<file path="src/rtl/alu_pkg.sv">
// Shared definitions for the ALU command sequencer: opcodes, FSM encoding,
// the response entry layout and the divide-by-zero rule.
package alu_pkg;

    localparam logic [2:0] OP_ADD = 3'b000;
    localparam logic [2:0] OP_SUB = 3'b001;
    localparam logic [2:0] OP_MUL = 3'b010;
    localparam logic [2:0] OP_DIV = 3'b011;
    localparam logic [2:0] OP_AND = 3'b100;
    localparam logic [2:0] OP_OR  = 3'b101;
    localparam logic [2:0] OP_XOR = 3'b110;
    localparam logic [2:0] OP_ROL = 3'b111;

    localparam logic [0:0] ST_IDLE = 1'b0;
    localparam logic [0:0] ST_EXEC = 1'b1;

    localparam logic [7:0] DIV_ERR_VAL = 8'hFF;

    typedef struct packed {
        logic       err;
        logic [2:0] op;
        logic [7:0] result;
    } rsp_entry_t;

    localparam int unsigned RSP_W = $bits(rsp_entry_t);

    function automatic logic is_div_err(input logic [2:0] op, input logic [3:0] b);
        return (op == OP_DIV) && (b == 4'd0);
    endfunction

endpackage

</file>
<file path="src/rtl/rsp_fifo.sv">
// Synchronous response FIFO. Reads are first-word-fall-through; dout is zero
// while empty. A push while full is only honoured if a pop happens the same cycle.
module rsp_fifo #(
    parameter int unsigned DEPTH = 4,
    parameter int unsigned WIDTH = 12
) (
    input  logic                     clk,
    input  logic                     rst,
    input  logic                     push,
    input  logic [WIDTH-1:0]         din,
    input  logic                     pop,
    output logic [WIDTH-1:0]         dout,
    output logic [$clog2(DEPTH):0]   count,
    output logic                     empty,
    output logic                     full
);

    localparam int unsigned AW = $clog2(DEPTH);
    localparam logic [AW:0] FULL_CNT = (AW + 1)'(DEPTH);

    logic [WIDTH-1:0] mem [DEPTH];
    logic [AW-1:0]    rd_ptr;
    logic [AW-1:0]    wr_ptr;
    logic             do_push;
    logic             do_pop;

    assign empty   = (count == '0);
    assign full    = (count == FULL_CNT);
    assign do_pop  = pop && !empty;
    assign do_push = push && (!full || do_pop);
    assign dout    = empty ? '0 : mem[rd_ptr];

    // Pointer and occupancy update; pointers wrap naturally (DEPTH is a power of 2)
    always_ff @(posedge clk) begin
        if (rst) begin
            rd_ptr <= '0;
            wr_ptr <= '0;
            count  <= '0;
        end else begin
            if (do_push) wr_ptr <= wr_ptr + 1'b1;
            if (do_pop)  rd_ptr <= rd_ptr + 1'b1;
            if (do_push && !do_pop)      count <= count + 1'b1;
            else if (do_pop && !do_push) count <= count - 1'b1;
        end
    end

    // Storage write; contents need no reset because count gates visibility
    always_ff @(posedge clk) begin
        if (do_push) mem[wr_ptr] <= din;
    end

endmodule

</file>
<file path="src/rtl/alu_cmd_sequencer.sv">
// Command/response stage in front of the combinational 4-bit ALU. Accepts a
// command in IDLE, presents registered operands for one EXEC cycle, and pushes
// the tagged result into the response FIFO at the end of that cycle.
module alu_cmd_sequencer
    import alu_pkg::*;
#(
    parameter int unsigned FIFO_DEPTH = 4,
    parameter int unsigned CNT_W      = 8
) (
    input  logic                         clk,
    input  logic                         rst,
    input  logic                         cmd_valid,
    output logic                         cmd_ready,
    input  logic [3:0]                   cmd_a,
    input  logic [3:0]                   cmd_b,
    input  logic [2:0]                   cmd_op,
    output logic [3:0]                   alu_a,
    output logic [3:0]                   alu_b,
    output logic [2:0]                   alu_opcode,
    input  logic [7:0]                   alu_result,
    output logic                         rsp_valid,
    input  logic                         rsp_ready,
    output logic [7:0]                   rsp_result,
    output logic [2:0]                   rsp_op,
    output logic                         rsp_err,
    output logic [$clog2(FIFO_DEPTH):0]  rsp_count,
    output logic [CNT_W-1:0]             err_cnt
);

    logic [0:0] state;
    logic       accept;
    logic       exec;
    logic       err;
    logic       fifo_empty;
    logic       fifo_full;
    rsp_entry_t push_entry;
    rsp_entry_t head;

    // Space is reserved at accept time, so the EXEC push can never be refused
    assign cmd_ready = !rst && (state == ST_IDLE) && !fifo_full;
    assign accept    = cmd_valid && cmd_ready;
    assign exec      = (state == ST_EXEC);
    assign err       = is_div_err(alu_opcode, alu_b);

    // Build the entry pushed at the end of EXEC; ALU output is ignored on div-by-zero
    always_comb begin
        push_entry        = '0;
        push_entry.err    = err;
        push_entry.op     = alu_opcode;
        push_entry.result = err ? DIV_ERR_VAL : alu_result;
    end

    // Two-state FSM and operand registers
    always_ff @(posedge clk) begin
        if (rst) begin
            state      <= ST_IDLE;
            alu_a      <= '0;
            alu_b      <= '0;
            alu_opcode <= '0;
        end else begin
            case (state)
                ST_IDLE: begin
                    if (accept) begin
                        alu_a      <= cmd_a;
                        alu_b      <= cmd_b;
                        alu_opcode <= cmd_op;
                        state      <= ST_EXEC;
                    end
                end
                default: state <= ST_IDLE;
            endcase
        end
    end

    // Saturating count of div-by-zero pushes
    always_ff @(posedge clk) begin
        if (rst) begin
            err_cnt <= '0;
        end else if (exec && err && (err_cnt != '1)) begin
            err_cnt <= err_cnt + 1'b1;
        end
    end

    rsp_fifo #(
        .DEPTH (FIFO_DEPTH),
        .WIDTH (RSP_W)
    ) u_rsp_fifo (
        .clk   (clk),
        .rst   (rst),
        .push  (exec),
        .din   (push_entry),
        .pop   (rsp_ready),
        .dout  (head),
        .count (rsp_count),
        .empty (fifo_empty),
        .full  (fifo_full)
    );

    assign rsp_valid  = !fifo_empty;
    assign rsp_result = head.result;
    assign rsp_op     = head.op;
    assign rsp_err    = head.err;

endmodule

</file>
<file path="config.mk">
export PLATFORM = sky130hd
export DESIGN_NAME = alu_cmd_sequencer
export DESIGN_NICKNAME = d
export VERILOG_FILES = /design/src/rtl/alu_pkg.sv /design/src/rtl/rsp_fifo.sv /design/src/rtl/alu_cmd_sequencer.sv
export SDC_FILE = /design/constraint.sdc
export NUM_CORES = 1
export LEC_CHECK = 0
export CAP_MARGIN = 20
export CORE_MARGIN = 5
export CORE_UTILIZATION = 52
export DETAILED_ROUTE_END_ITERATION = 10
export PLACE_DENSITY = 0.79
export RECOVER_POWER = 50
export SLEW_MARGIN = 20
export SYNTH_ARGS = -nofsm -noshare
export SYNTH_HDL_FRONTEND = slang
export SYNTH_SLANG_ARGS = --single-unit
</file>
<file path="constraint.sdc">
create_clock -name clk -period 5.6 [get_ports clk]
set_input_delay 1.68 -clock clk [delete_from_list [all_inputs] [get_ports clk]]
set_output_delay 1.68 -clock clk [all_outputs]
set_load 0.05 [all_outputs]
</file>
==> flow_summary.json, run 1 <==
{
  "outcome": "finished, final reports clean",
  "grt_max_degree": 30,
  "async_flop_share_pct": 0,
  "criticalPathCategory": "in -> out",
  "htreeDepth": 3,
  "required_ns": 3.92,
  "rsz0062_at_grt": "no",
  "tritoncts": "yes",
  "hold_viol_final": 0,
  "period_share_pct": 82.6,
  "grt_usage_pct": 16.9,
  "syn_area_per_cell_um2": 14.3,
  "die_h_um": 88.7,
  "ios": 59,
  "clk_latency_ns": 0.34,
  "synthAdderAreaFrac_pct": 2.95,
  "mostFrequentLayoutCells": "edfxtp_1, clkdlybuf4s50_1, dfxtp_1",
  "nFillCells": 451,
  "cts_buffers": 9,
  "synth.area.top_cells": "edfxtp_1, dfxtp_1, mux4_2",
  "area.growth.synth_to_final_pct": 26.5,
  "finClkSkew_ns": 0.00712,
  "ant_nets": 0,
  "ir_drop_mv": 0.323,
  "synth_top_family_by_area": "multiplexers",
  "cap_violations": 0,
  "final_common_cell": "edfxtp_1",
  "antenna_found_initial": 0,
  "pre_cts_ws_ns": 1.04,
  "synth_compound_area_share_pct": 3.77,
  "drcViolationCount": 0,
  "viasPerCell": 5.33,
  "setup_ws_ns": 0.975,
  "ys.flop_type": "edfxtp_1",
  "synth_warnings": 0,
  "ctsResizeCount": 0,
  "clk_pin_slew_worst_paths_ns": 0.08,
  "synth_cell_types": 38,
  "nets": 313,
  "placement.io_buffers": 58,
  "std_cell_rows": 28,
  "min_period_ns": 4.63,
  "grt_pass1_vias": 2025,
  "cts_root_buf": "clkbuf_8",
  "overflow": 0,
  "drt-total-wl_um": 5900,
  "hold_path.class": "reg -> reg",
  "wl_per_cell_um": 16.3,
  "slew_headroom_pct": 39.6,
  "coreArea_um2": 5960,
  "instances_no_fill": 363,
  "cp-end-kind": "output port",
  "synth_top_area_cell": "edfxtp_1",
  "ctsLongestPathBuffers": 2,
  "die_x_um": 88.7,
  "synth_mux_area_share_pct": 13.2,
  "synth.top_cell.area_share_pct": 44.7,
  "crit_arrival_ns": 2.95,
  "dpl.cell_count": 347,
  "cts.sinks": 77,
  "setup.worst_path.start_class": "input pin",
  "start_util_pct": 54.1,
  "globalplace.congestion": 0.831,
  "max_slew.worst_pin.slew_ns": 0.906,
  "cts.hold.buffers_added": 0,
  "synth_seq_cells": 77,
  "num_vias": 1933,
  "clock.fmax_mhz": 216,
  "yosys.area_share.simple_pct": 12.8,
  "first_pass_iters": 4,
  "synth_area_um2": 3220,
  "yosysSeqAreaShare_pct": 62.8,
  "cp_max_fo": 29,
  "power_density_nw_per_um2": 464,
  "synth-edff-count": 48,
  "synth_xor_area_share_pct": 1.36,
  "fp.dieArea_um2": 7870,
  "hpwl_um": 4050,
  "drtIter0Drc": 59,
  "drv_slew": 0,
  "drive_gt1_share_pct": 17.7,
  "setup_viol": 0,
  "leakagePower_nw": 1.41,
  "whs_ns": 0.542,
  "tns_ns": 0,
  "grt_pass1_wl_um": 9940,
  "antenna_cells": 0,
  "netlist_instances": 226,
  "post-cts-setup-buffers": 0,
  "syn_nets": 256
}
==> report_power, final <==
group | switching (W) | total (W) | internal [W]
registers | 0.0000614 | 0.000717 | 0.000656
logic | 0.000406 | 0.000675 | 0.000269
clock network | 0.000202 | 0.000500 | 0.000298
==> worst max-delay path: stages <==
cell           delay (ns)
dlygate4sd3_1        0.52
buf_4                0.29
inv_1                0.10
o311a_1              0.15
buf_4                0.20
==> synthesized netlist by cell type, types with 2 or more instances <==
cell type and instances:
mux4_2 12, inv_1 9, ha_1 6, dfxtp_1 29
nor2_1 11, clkbuf_1 8, mux2_2 12, mux2i_1 2
nand2_1 6, o21ai_0 3, nor4_1 3, or2_2 8
buf_4 3, nand3_1 5, a21oi_1 6, and2_1 16
xor2_1 4, edfxtp_1 48, or3_1 3, nor2b_1 12
o31ai_1 2, or4_1 2
==> cell families (layout without fill, tap and decap cells) <==
logic type,count (synthesis),in the layout
compound gates,18,18
xor+xnor,5,5
fa+ha+maj,7,7
buf+inv,22,84
flops,77,77
mux,26,26
simple gates,71,71
==> per-layer routing <==
layer,part of all wire (%),wire length (um),GRT usage [%]
met5,0,0,0
met4,0.78,46,5.49
met3,8.6,508,7.91
met2,47,2790,25.7
met1,43,2560,21.6
==> flip-flops by register name, summed over array words and instances, names as in the netlist, named ones only <==
| register | cells |
|---|---|
| exec | 1 |
| err_cnt | 8 |
| alu_opcode | 3 |
| alu_a | 4 |
| u_rsp_fifo.mem | 48 |
| alu_b | 4 |
| u_rsp_fifo.rd_ptr | 2 |
| u_rsp_fifo.count | 3 |
| u_rsp_fifo.wr_ptr | 2 |
==> cell type report <==
class / count / area [um^2] / area share, %
Sequential cell: 77 / 2020 / 49.6
Multi-Input combinational cell: 127 / 1090 / 26.8
Timing Repair Buffer: 59 / 586 / 14.4
Clock buffer: 9 / 124 / 3.04
Clock inverter: 7 / 123 / 3.01
Tap cell: 75 / 93.8 / 2.30
Inverter: 9 / 33.8 / 0.829
==> stage by stage <==
step / power (W) / cell area, um^2 / utilization (%)
3_3_place_gp: 0.00140 / 3830 / 64.3
3_5_place_dp: 0.00142 / 3830 / 64.3
2_1_floorplan: 0.00121 / 3220 / -
5_1_grt: 0.00199 / 4080 / 68.4
4_1_cts: 0.00192 / 4080 / 68.5
6_report: 0.00189 / 4080 / 68.4
==> final timing paths <==
kind / cells after the start / to / from / slack (ns)
max: 5 / cmd_ready / rst / 0.97
min: 2 / u_rsp_fifo.rd_ptr[0]$_SDFFE_PP0N_ / u_rsp_fifo.rd_ptr[0]$_SDFFE_PP0N_ / 0.54
max reg2reg: 8 / u_rsp_fifo.count[2]$_SDFFE_PP0P_ / u_rsp_fifo.count[0]$_SDFFE_PP0P_ / 3.08
min reg2reg: 2 / u_rsp_fifo.rd_ptr[0]$_SDFFE_PP0N_ / u_rsp_fifo.rd_ptr[0]$_SDFFE_PP0N_ / 0.54
(Power assumes the default switching activity.)
==> inputs of run 2 (changes only) <==
- CORE_UTILIZATION: 52 -> 47
- PLACE_DENSITY: 0.79 -> 0.76
- clock period: 5.6 -> 4 ns (I/O delays scaled with it)
==> run 2 against run 1 <==
Global-route usage decreased by 1.7 points. Worst setup slack got worse by 0.49 ns. Clock skew down 0.00092 ns. Clock power up 35%. Count of clock-buffer cells in the layout up 2. Via count grew 0.98%. Sequential share of layout area shrank 0.076 points. Power grew 40%. Die area increased by 9.4%. Sequential power up 36%. Critical endpoint is now rsp_err. Largest cell class unchanged.
==> flow_summary.json, run 2 (same netlist as run 1, synthesis figures left out) <==
{
  "outcome": "finished, final reports clean",
  "required_ns": 2.80,
  "globalplace.congestion": 0.793,
  "ir_drop_mv": 0.342,
  "nFillCells": 514,
  "rsz0062_at_grt": "no",
  "drt-total-wl_um": 6130,
  "first_pass_iters": 4,
  "cts_root_buf": "clkbuf_8",
  "tns_ns": 0,
  "tritoncts": "yes",
  "path_cells": "buf_4 -> mux4_2 -> and2_1 -> clkdlybuf4s50_1",
  "clk_pin_slew_worst_paths_ns": 0.07,
  "drv_slew": 0,
  "instances_no_fill": 369,
  "cp-end-kind": "output port",
  "hold_viol_final": 0,
  "grt_pass1_vias": 2015,
  "std_cell_rows": 30,
  "cap_violations": 0,
  "wl_per_cell_um": 16.6,
  "drtIter0Drc": 60,
  "die_x_um": 92.8,
  "start_util_pct": 48.0,
  "cts_buffers": 9,
  "mostFrequentLayoutCells": "clkdlybuf4s50_1, edfxtp_1, dfxtp_1",
  "slew_headroom_pct": 20.2,
  "holdPathStages": 2,
  "grt_usage_pct": 15.3,
  "cts.hold.buffers_added": 0,
  "criticalPathCategory": "reg -> out",
  "hold_path.class": "reg -> reg",
  "drive_gt1_share_pct": 16.6,
  "r2r-end": "u_rsp_fifo.count[2]$_SDFFE_PP0P_",
  "regToRegStartpoint": "u_rsp_fifo.count[0]$_SDFFE_PP0P_",
  "nets": 314,
  "crit_arrival_ns": 2.32,
  "reg_top3": "u_rsp_fifo.mem: 48 flops, err_cnt: 8 flops",
  "fp.dieArea_um2": 8610,
  "rr_worst_depth": 8,
  "setup.worst_path.start_class": "register",
  "cp_num_buf_inv": 2,
  "ant_nets": 0,
  "cts.sinks": 77,
  "final_common_cell": "clkdlybuf4s50_1",
  "setup_viol": 0,
  "overflow": 0,
  "clock.fmax_mhz": 284,
  "ctsResizeCount": 0,
  "antenna_cells": 0,
  "cp_max_fo": 12,
  "cp_slowest_cell": "clkdlybuf4s50_1",
  "period_share_pct": 87.9,
  "max_slew.worst_pin.slew_ns": 1.20,
  "power_density_nw_per_um2": 647,
  "grt_max_degree": 29,
  "finClkSkew_ns": 0.00620,
  "viasPerCell": 5.29,
  "htreeDepth": 3,
  "largest_register_ffs": 48,
  "leakagePower_nw": 1.42,
  "dpl.cell_count": 353,
  "rrSetupSlack_ns": 1.49,
  "critPathTopFamily": "buffers and inverters",
  "num_vias": 1952,
  "ios": 59,
  "min_period_ns": 3.52,
  "hold_end": "u_rsp_fifo.count[2]$_SDFFE_PP0P_",
  "worstHoldStart": "u_rsp_fifo.count[2]$_SDFFE_PP0P_",
  "coreArea_um2": 6720,
  "slowest_delay_ns": 0.69,
  "clk_latency_ns": 0.34,
  "antenna_found_initial": 0,
  "hpwl_um": 4220,
  "grt_pass1_wl_um": 9960,
  "largest_register": "u_rsp_fifo.mem",
  "drcViolationCount": 0,
  "area.growth.synth_to_final_pct": 26.7,
  "post-cts-setup-buffers": 0,
  "ctsLongestPathBuffers": 2,
  "placement.io_buffers": 58,
  "die_h_um": 92.8
}
-- run 2: stage by stage --
step           hold WS (ns)  util (%)  area, um^2  power (W)  setup slack, ns
3_5_place_dp          0.521      57.4        3860    0.00200            0.629
5_1_grt               0.568      60.7        4080    0.00276            0.376
3_3_place_gp          0.504      57.4        3860    0.00198            0.722
4_1_cts               0.534      60.9        4090    0.00267            0.436
2_1_floorplan         0.485         -        3220    0.00169            0.714
6_report              0.535      60.7        4080    0.00264            0.484
-- run 2: tightest hold or removal path, delay by kind of cell (launching register included) --
| family | cells | cell delay, ns |
|---|---|---|
| AO/OA/AOI/OAI | 2 | 0.14 |
| flip-flops | 1 | 0.34 |
-- run 2: cell type report --
| cell class | count | area (um^2) | share of cell area [%] |
|---|---|---|---|
| clock buffers | 11 | 131 | 3.22 |
| well taps | 80 | 100 | 2.45 |
| repair buffers | 60 | 602 | 14.7 |
| multi-input cells | 127 | 1090 | 26.8 |
| flip-flops and latches | 77 | 2020 | 49.5 |
| clock inverters | 5 | 98.8 | 2.42 |
| inverters | 9 | 33.8 | 0.828 |
-- run 2: metal layers --
layer  up-vias  track usage [%]  part of all wire, %
met1       949             19.9                   45
met5         -                0                    0
li1        940                -                    -
met3         9             4.63                  6.1
met4         0             6.23                  1.1
met2        54             23.8                   48
-- run 2: worst max path at each step --
stage	startpoint	to	slack (ns)	depth (start not counted)
after global placement	rsp_ready	u_rsp_fifo.count[2]$_SDFFE_PP0P_	0.72	8
after CTS	register	rsp_err	0.44	4
after global routing	u_rsp_fifo.count[0]$_SDFFE_PP0P_	rsp_result[5]	0.38	3
after detailed placement	rsp_ready	u_rsp_fifo.count[2]$_SDFFE_PP0P_	0.63	8
final	register	rsp_err	0.48	4
after floorplan	u_rsp_fifo.count[0]$_SDFFE_PP0P_	rsp_op[0]	0.71	3
-- run 2: report_power, final --
group | internal, W | total [W] | switching [W]
Combinational | 0.000392 | 0.000995 | 0.000603
Sequential | 0.000919 | 0.000974 | 0.0000553
Clock | 0.000412 | 0.000673 | 0.000261
Total | 0.00172 | 0.00264 | 0.000920
==> inputs of run 3 (changes only) <==
- CORE_ASPECT_RATIO: not set -> 0.8
- TNS_END_PERCENT: not set -> 30
==> run 3 against run 2 <==
Register-to-register slack about the same. Die area grew 0.12%. Wire length is 1.9% lower. Critical path type unchanged. Clock power fell by 14%. Critical endpoint is now rsp_result[3]. Sequential cell count unchanged. Fmax shrank 0.65%. Clock skew up 0.0028 ns. Power fell by 3.6%. Largest power group unchanged. Cell area down 0.58%. Worst hold slack got worse by 0.0066 ns. Non-clock buffer count did not move.
==> flow_summary.json, run 3 (same netlist as run 1, synthesis figures left out) <==
{
  "regToRegStartpoint": "u_rsp_fifo.count[0]$_SDFFE_PP0P_",
  "overflow": 0,
  "grt_max_degree": 29,
  "drv_slew": 0,
  "pre_cts_ws_ns": 0.649,
  "rsz0062_at_grt": "no",
  "first_pass_iters": 4,
  "worstHoldStart": "u_rsp_fifo.count[2]$_SDFFE_PP0P_",
  "setup.worst_path.start_class": "register",
  "cp_max_fo": 12,
  "ant_nets": 0,
  "holdPathStages": 2,
  "p_int_w": 0.00160,
  "combPwrFrac_pct": 39.1,
  "clk_pin_slew_worst_paths_ns": 0.07,
  "grt_usage_pct": 14.9,
  "die_x_um": 103,
  "min_period_ns": 3.54,
  "fp.dieArea_um2": 8620,
  "cts_buffers": 9,
  "p_clk_share_pct": 22.7,
  "cp_slowest_cell": "clkdlybuf4s50_1",
  "hold_end": "u_rsp_fifo.count[2]$_SDFFE_PP0P_",
  "dpl_cell_area_um2": 3870,
  "finClkSkew_ns": 0.00898,
  "htreeDepth": 3,
  "power_density_nw_per_um2": 628,
  "leakagePower_nw": 1.39,
  "rr_worst_depth": 8,
  "drive_gt1_share_pct": 17.3,
  "drcViolationCount": 0,
  "num_vias": 1950,
  "cts_root_buf": "clkbuf_8",
  "cp-end-kind": "output port",
  "crit_arrival_ns": 2.34,
  "start_util_pct": 47.4,
  "cap_violations": 0,
  "critPathTopFamily": "buffers and inverters",
  "std_cell_rows": 27,
  "required_ns": 2.80,
  "coreArea_um2": 6790,
  "die_h_um": 84.1,
  "slew_headroom_pct": 15.1,
  "post-cts-setup-buffers": 0,
  "clock.fmax_mhz": 283,
  "viasPerCell": 5.19,
  "ir_drop_mv": 0.300,
  "outcome": "finished, final reports clean",
  "p_sw_share_pct": 37.0,
  "largest_register_ffs": 48,
  "drtIter0Drc": 81,
  "tritoncts": "yes",
  "multi_input_area_um2": 1090,
  "regArea_um2": 2020,
  "path_cells": "buf_4 -> mux4_2 -> and2_1 -> clkdlybuf4s50_1",
  "power_frac_seq_pct": 38.2,
  "period_share_pct": 88.5,
  "cts.sinks": 77,
  "rrSetupSlack_ns": 1.48,
  "drt-total-wl_um": 6020,
  "hold_path.class": "reg -> reg",
  "globalplace.congestion": 0.791,
  "tns_ns": 0,
  "final_cell_area_um2": 4060,
  "grt_pass1_wl_um": 9740,
  "hpwl_um": 4050,
  "p_sw_w": 0.000943,
  "largest_register": "u_rsp_fifo.mem",
  "ctsLongestPathBuffers": 2,
  "p_total_w": 0.00255,
  "setup_ws_ns": 0.461,
  "ctsResizeCount": 0,
  "cp_num_buf_inv": 2,
  "setup_viol": 0,
  "cts.hold.buffers_added": 0,
  "hold_viol_final": 0,
  "reg_top3": "u_rsp_fifo.mem: 48 flops, err_cnt: 8 flops",
  "area.growth.synth_to_final_pct": 25.9,
  "mostFrequentLayoutCells": "clkdlybuf4s50_1, edfxtp_1, dfxtp_1",
  "clk_latency_ns": 0.35,
  "nFillCells": 567,
  "slowest_delay_ns": 0.69,
  "max_slew.worst_pin.slew_ns": 1.27,
  "ios": 59,
  "antenna_found_initial": 0,
  "nets": 314,
  "final_common_cell": "clkdlybuf4s50_1",
  "grt_pass1_vias": 1976,
  "antenna_cells": 0,
  "wl_per_cell_um": 16.0,
  "placement.io_buffers": 58,
  "whs_ns": 0.528,
  "criticalPathCategory": "reg -> out",
  "r2r-end": "u_rsp_fifo.count[2]$_SDFFE_PP0P_"
}
[run 3: cell types whose count changed in the layout (fill, tap and decap cells not counted), sizes merged]
cell and change:
clkbuf -1, bufinv -2, inv +2, clkinvlp +3, clkinv -2
[run 3: power groups by stage]
stage,clock network (W),registers [W],logic (W)
floorplan,0,0.00106,0.000633
global placement,0,0.000991,0.00100
detailed placement,0,0.000991,0.00101
CTS,0.000597,0.000974,0.00101
global route,0.000627,0.000984,0.00105
finish,0.000579,0.000972,0.000996
[run 3: how the worst max path moves through the flow]
stage                                                start  slack [ns]  depth (start not counted)                               end
after floorplan           u_rsp_fifo.count[0]$_SDFFE_PP0P_        0.71                          3                         rsp_op[0]
after global placement                           rsp_ready        0.71                          8  u_rsp_fifo.count[2]$_SDFFE_PP0P_
after detailed placement                         rsp_ready        0.65                          8  u_rsp_fifo.count[2]$_SDFFE_PP0P_
after CTS                                         register        0.42                          3                     rsp_result[3]
after global routing                              register        0.36                          4                         rsp_op[2]
final                                             register        0.46                          4                     rsp_result[3]
[run 3: cell type report]
type	count	area share (%)
clock buffer	10	3.15
clock inverter	6	1.73
inverter	9	0.833
multi-input combinational	127	27.0
sequential	77	49.8
tap	87	2.68
timing repair buffer	60	14.8
[run 3: through the flow]
| stage | utilization [%] | instances |
|---|---|---|
| after detailed placement | 57.0 | 360 |
| final | 59.8 | 376 |
| after CTS | 59.9 | 376 |
| after global routing | 59.8 | 376 |
| after global placement | 57.0 | 360 |
| after floorplan | - | 226 |
[run 3: worst reg2reg max path, stage by stage (launching register included)]
cell     delay [ns]
dfxtp_1        0.39
or3_1          0.62
nand2_1        0.21
ha_1           0.20
inv_1          0.06
fa_1           0.37
xor2_1         0.16
or3_1          0.30
a21oi_1        0.14
[run 3: metal layers]
layer  track usage, %  routed length [um]  vias up
met1             20.2                2630      928
met4             4.53                  72        0
met5                0                   0        -
li1                 -                   -      942
met3             6.77                 581        8
met2             21.4                2730       72
